--- src/rtl/reg_hazard_scoreboard_pkg.sv ---
// Shared types and constants for the register hazard scoreboard.
// A scoreboard entry holds one in-flight destination register.
package reg_hazard_scoreboard_pkg;

  localparam int unsigned REG_W         = 3;
  localparam int unsigned NUM_REGS      = 8;
  localparam int unsigned DEF_DEPTH     = 3;
  localparam int unsigned DEF_RF_BYPASS = 1;
  localparam int unsigned DEF_CNT_W     = 16;

  typedef struct packed {
    logic             v;
    logic [REG_W-1:0] wreg;
    logic             ld;
  } entry_t;

endpackage

--- src/rtl/reg_hazard_cmp.sv ---
// Compares one in-flight destination register against the ID-stage sources.
// Produces a combinational match bit.
module reg_hazard_cmp
  import reg_hazard_scoreboard_pkg::*;
(
  input  logic             ent_v,
  input  logic [REG_W-1:0] ent_reg,
  input  logic [REG_W-1:0] rs,
  input  logic [REG_W-1:0] rt,
  input  logic             rs_valid,
  input  logic             rt_valid,
  output logic             match_c
);

  assign match_c = ent_v && ((rs_valid && (ent_reg == rs)) ||
                             (rt_valid && (ent_reg == rt)));

endmodule

--- src/rtl/reg_hazard_scoreboard.sv ---
// Shift-register scoreboard of in-flight writes; stalls ID on a RAW hazard.
// Optional macro REG_HAZARD_FWD_EN: with EX/MEM forwarding only load-use stalls.
module reg_hazard_scoreboard
  import reg_hazard_scoreboard_pkg::*;
#(
  parameter int unsigned DEPTH     = DEF_DEPTH,
  parameter int unsigned RF_BYPASS = DEF_RF_BYPASS,
  parameter int unsigned CNT_W     = DEF_CNT_W
) (
  input  logic                clk,
  input  logic                rst_n,
  input  logic                id_valid,
  input  logic [REG_W-1:0]    id_Rs,
  input  logic [REG_W-1:0]    id_Rt,
  input  logic                id_RsValid,
  input  logic                id_RtValid,
  input  logic                id_writeRegValid,
  input  logic [REG_W-1:0]    id_writeReg,
  input  logic                id_isLoad,
  input  logic                flush,
  output logic                stall,
  output logic [NUM_REGS-1:0] pending,
  output logic [CNT_W-1:0]    stall_count
);

`ifdef REG_HAZARD_FWD_EN
  localparam int unsigned WIN = 1;
`else
  localparam int unsigned WIN = DEPTH - RF_BYPASS;
`endif

  entry_t         sb [DEPTH];
  entry_t         load_c;
  logic [WIN-1:0] hit_c;
  logic           hazard_c;
  logic           unused_ld;

  // The oldest entry's load flag has no consumer.
  assign unused_ld = sb[DEPTH-1].ld;

  for (genvar i = 0; i < WIN; i++) begin : g_cmp
    reg_hazard_cmp u_cmp (
      .ent_v    (sb[i].v),
      .ent_reg  (sb[i].wreg),
      .rs       (id_Rs),
      .rt       (id_Rt),
      .rs_valid (id_RsValid),
      .rt_valid (id_RtValid),
      .match_c  (hit_c[i])
    );
  end

`ifdef REG_HAZARD_FWD_EN
  // Forwarding covers everything except a load still in EX.
  assign hazard_c = hit_c[0] && sb[0].ld;
`else
  assign hazard_c = |hit_c;
`endif

  // Flush outranks stall: the killed ID instruction never holds the pipe.
  assign stall = id_valid && !flush && hazard_c;

  always_comb begin
    load_c = '0;
    if (id_valid && id_writeRegValid && !stall && !flush) begin
      load_c.v    = 1'b1;
      load_c.wreg = id_writeReg;
      load_c.ld   = id_isLoad;
    end
  end

  always_comb begin
    pending = '0;
    for (int unsigned i = 0; i < DEPTH; i++) begin
      if (sb[i].v) pending[sb[i].wreg] = 1'b1;
    end
  end

  // Advance one pipeline slot per cycle; flush kills the instruction leaving EX.
  always_ff @(posedge clk) begin
    if (!rst_n) begin
      for (int unsigned i = 0; i < DEPTH; i++) sb[i] <= '0;
      stall_count <= '0;
    end else begin
      sb[0] <= load_c;
      for (int unsigned i = 1; i < DEPTH; i++) begin
        sb[i] <= (i == 1 && flush) ? '0 : sb[i-1];
      end
      if (stall && (stall_count != '1)) stall_count <= stall_count + CNT_W'(1);
    end
  end

endmodule

--- config.mk ---
export PLATFORM = sky130hd
export DESIGN_NAME = reg_hazard_scoreboard
export DESIGN_NICKNAME = d
export VERILOG_FILES = /design/src/rtl/reg_hazard_scoreboard_pkg.sv /design/src/rtl/reg_hazard_cmp.sv /design/src/rtl/reg_hazard_scoreboard.sv
export SDC_FILE = /design/constraint.sdc
export NUM_CORES = 1
export LEC_CHECK = 0
export CAP_MARGIN = 20
export CORE_AREA = 2 2 62 64
export CTS_BUF_LIST = sky130_fd_sc_hd__clkbuf_4 sky130_fd_sc_hd__clkbuf_8 sky130_fd_sc_hd__clkbuf_16
export DETAILED_ROUTE_END_ITERATION = 12
export DIE_AREA = 0 0 64 66
export PLACE_DENSITY = 0.74
export SLEW_MARGIN = 20
export SYNTH_ARGS = -nofsm -noshare
export SYNTH_HDL_FRONTEND = slang
export SYNTH_SLANG_ARGS = --single-unit
--- constraint.sdc ---
create_clock -name clk -period 2.82 [get_ports clk]
set_input_delay 0.282 -clock clk [delete_from_list [all_inputs] [get_ports clk]]
set_output_delay 0.282 -clock clk [all_outputs]
set_load 0.02 [all_outputs]
==> results.tsv <==
stage	metric	value	unit
status	status	completed	
clock_tree	Clock transition at path regs	0.13	ns
clock_tree	# H-tree levels	1	
critical_path	crit end category	output pin	
placed_design	gpl congestion	0.839	
placed_design	Placed Instances	268	
floorplan	Starting Density	0.441	
clock_tree	clock latency on the worst-skew pair	0.33	ns
grt	antenna violations before repair	0	
layout	Synth-to-Final Area Change	28.8	%
sta	worst hold slack	0.501	ns
critical_path	Setup CP Type	reg -> out	
placed_design	post-DP HPWL	2490	µm
hold_path	Hold Path Stages	2	
power	PwrDens	320	mW/mm²
synth	Post-Syn Area	0.00157	mm²
layout	number of diodes	0	
clock_tree	CTS Sinks	28	
clock_tree	Setup Buffers After CTS	0	
critical_path	r2r setup slk	0.64	ns
routing	Vias/cell	5.35	
floorplan	Die ar.	0.00422	mm²
layout	Util after Layout	0.568	
sta	Achievable Freq	404	MHz
routing	drt pass-1 iters	4	
hold_path	hold endpoint	sb[0][1]	
sta	Final Cycle Share	0.878	
routing	total routed wirelength	3370	µm
routing	DR WL/cell	12.4	µm
clock_tree	CTS tree	done	
clock_tree	Post-CTS Resized	0	
routing	Vias	1455	
routing	antenna-violating nets left	0	
sta	Slew Limit Headroom	0.715	
flow_run	Max-cap violations	0	
synth	EDFF count, synth	0	
floorplan	core area	0.00355	mm²
floorplan	die height	66	µm
synth	ys async rst share	0	
synth	Ys Warns	0	
synth	Mapped Nets	207	
critical_path	CP max FO	8	
sta	Worst Skew	0.0151	ns
clock_tree	CTS Buffer Depth	2	
critical_path	Critical-path top delay cell	clkdlybuf4s50_1	
critical_path	critical-path cell list	nand2b_1 > or3b_2 > o311ai_0 > clkdlybuf4s50_1	
power	Max IR drop VDD	0.000208	V
layout	fill cell total of the finished layout	330	
floorplan	num rows	22	
synth	dominant cells by area after synthesis	dfxtp_1 36%, xnor2_1 6.2%, nand2_1 5.3%, and2_1 4.4%, a21oi_1 4.2%	
synth	Post-synth top flop	dfxtp_1	
placed_design	pre-CTS WS	0.471	ns
sta	final slew viol count	0	
clock_tree	total CTS buffers	3	
grt	GRT Util Overall	0.164	
synth	syn avg cell area	8.29	µm²
synth	register area share after synthesis	0.358	
critical_path	CP max stage delay	0.66	ns
clock_tree	CTS Hold Bufs	0	
hold_path	HP Start	id_writeReg[0]	
critical_path	Crit path required time	2.54	ns
synth	cell taking the most area after synthesis	dfxtp_1	
layout	Non-Filler Instances	272	
critical_path	FF-to-FF path depth	7	
grt	vias in the first global route	1242	
grt	pin count of the biggest net entering global routing	16	
synth	post-synthesis cell type count	38	
sta	final setup TNS	0	ns
synth	top cell type's share of synthesized area	0.358	
grt	first-pass GRT wire length	5510	µm
synth	synthesized flop and latch total	28	
critical_path	reg2reg start	stall_count[0]	
hold_path	Hold Path Class	in -> reg	
placed_design	Port Buf Inserts	40	
layout	fin nets	243	
clock_tree	CTS root buffer	clkbuf_4	
critical_path	Startpoint Class	register	
sta	Worst Max-Slew Pin Slew	0.427	ns
floorplan	IO Count	42	
floorplan	DIE WIDTH	64	µm
critical_path	R2R Path End	stall_count[13]	
sta	unrepaired setup endpoints after global routing	no	
sta	endpoints failing hold	0	
sta	final setup vio count	0	
routing	DR iter-0 viols	65	
sta	final worst slack	0.345	ns
layout	layout cells sized above 1	0.0491	
power	Static Leak	0.627	nW
synth	Post-Syn Instances	189	
grt	Remaining Overflow, GRT	0	
critical_path	CP Data Arrival Time	2.19	ns
routing	# DRC	0	
sta	min cycle time layout	2.48	ns
## layout make-up
class | instances | area (µm²) | area share
repair buffers | 42 | 415 | 0.206
well taps | 48 | 60.1 | 0.0298
clock buffers | 4 | 36.3 | 0.0180
inverters | 4 | 15.0 | 0.00744
flip-flops and latches | 28 | 561 | 0.278
multi-input cells | 146 | 931 | 0.461
## placed cells by master (no fill, tap or decap), types with 3 or more instances in the layout
master,netlist,routed
nand2b_1,6,6
clkdlybuf4s50_1,0,40
clkbuf_4,0,3
nor3_1,4,4
inv_1,4,4
and2_1,11,11
nor2_1,5,5
nand3_1,6,6
nand2_1,22,22
o21ai_0,10,10
dfxtp_1,28,28
o31ai_1,5,5
nand4b_1,4,4
and3_1,4,4
nand4_1,8,8
a21oi_1,13,13
nor3b_1,3,3
or3_1,8,8
mux2i_1,3,3
or4_1,5,5
xnor2_1,11,11
## through the flow
step,area [µm²],power [mW]
after detailed placement,1980,0.461
after floorplan,1570,0.432
after global routing,2020,0.678
after global placement,1980,0.460
final,2020,0.646
after CTS,2020,0.654
## Yosys cell counts, types with 3 or more instances
cell,number
nand2b_1,6
nand4b_1,4
nand4_1,8
or3_1,8
o31ai_1,5
or4_1,5
buf_2,4
mux2i_1,3
and3_1,4
nor3b_1,3
nand3_1,6
clkbuf_1,3
nor2_1,5
nand2_1,22
nor3_1,4
a21oi_1,13
dfxtp_1,28
and2_1,11
o21ai_0,10
inv_1,4
xnor2_1,11
## routing by layer
| layer | track usage | share of wire |
|---|---|---|
| met2 | 0.264 | 0.45 |
| met1 | 0.221 | 0.49 |
| met5 | 0 | 0 |
| met3 | 0.0221 | 0.040 |
| met4 | 0.0652 | 0.014 |
## worst max-delay path by stage
stage | startpoint | end | slack [ns] | cells past startpoint
after floorplan | stall_count[0] | stall_count[13] | 0.76 | 8
after detailed placement | id_Rs[2] | stall | 0.47 | 7
final | sb[0][9] | pending[1] | 0.34 | 4
after CTS | sb[0][9] | pending[1] | 0.34 | 4
after global routing | sb[0][2] | stall | 0.25 | 6
after global placement | id_Rs[2] | stall | 0.50 | 7
## kinds of logic (layout without fill, tap and decap cells)
group | Yosys count | in the layout | synth area share
AND/OR/NAND/NOR | 92 | 92 | 0.343
adder cells (fa/ha/maj) | 1 | 1 | 0.00799
XOR/XNOR | 12 | 12 | 0.0719
AO/OA/AOI/OAI | 38 | 38 | 0.149
multiplexers | 3 | 3 | 0.0192
buffers and inverters | 15 | 50 | 0.0519
flip-flops | 28 | 28 | 0.358
## state kept, by name (all words and copies together), names as in the netlist
name and count:
stall_count 16, sb 12
## where the power goes
part	total [mW]	switching [mW]	internal, mW
clock network	0.193	0.114	0.0791
registers	0.401	0.00354	0.397
logic	0.0511	0.0204	0.0307
total	0.646	0.138	0.507
## worst max-delay path, delay by kind of cell (launching register included)
kind            cells  cell delay (ns)
simple gates        2             0.60
flops               1             0.50
compound gates      1             0.10
buf+inv             1             0.66
No activity file was read; power rests on OpenSTA's default activity.
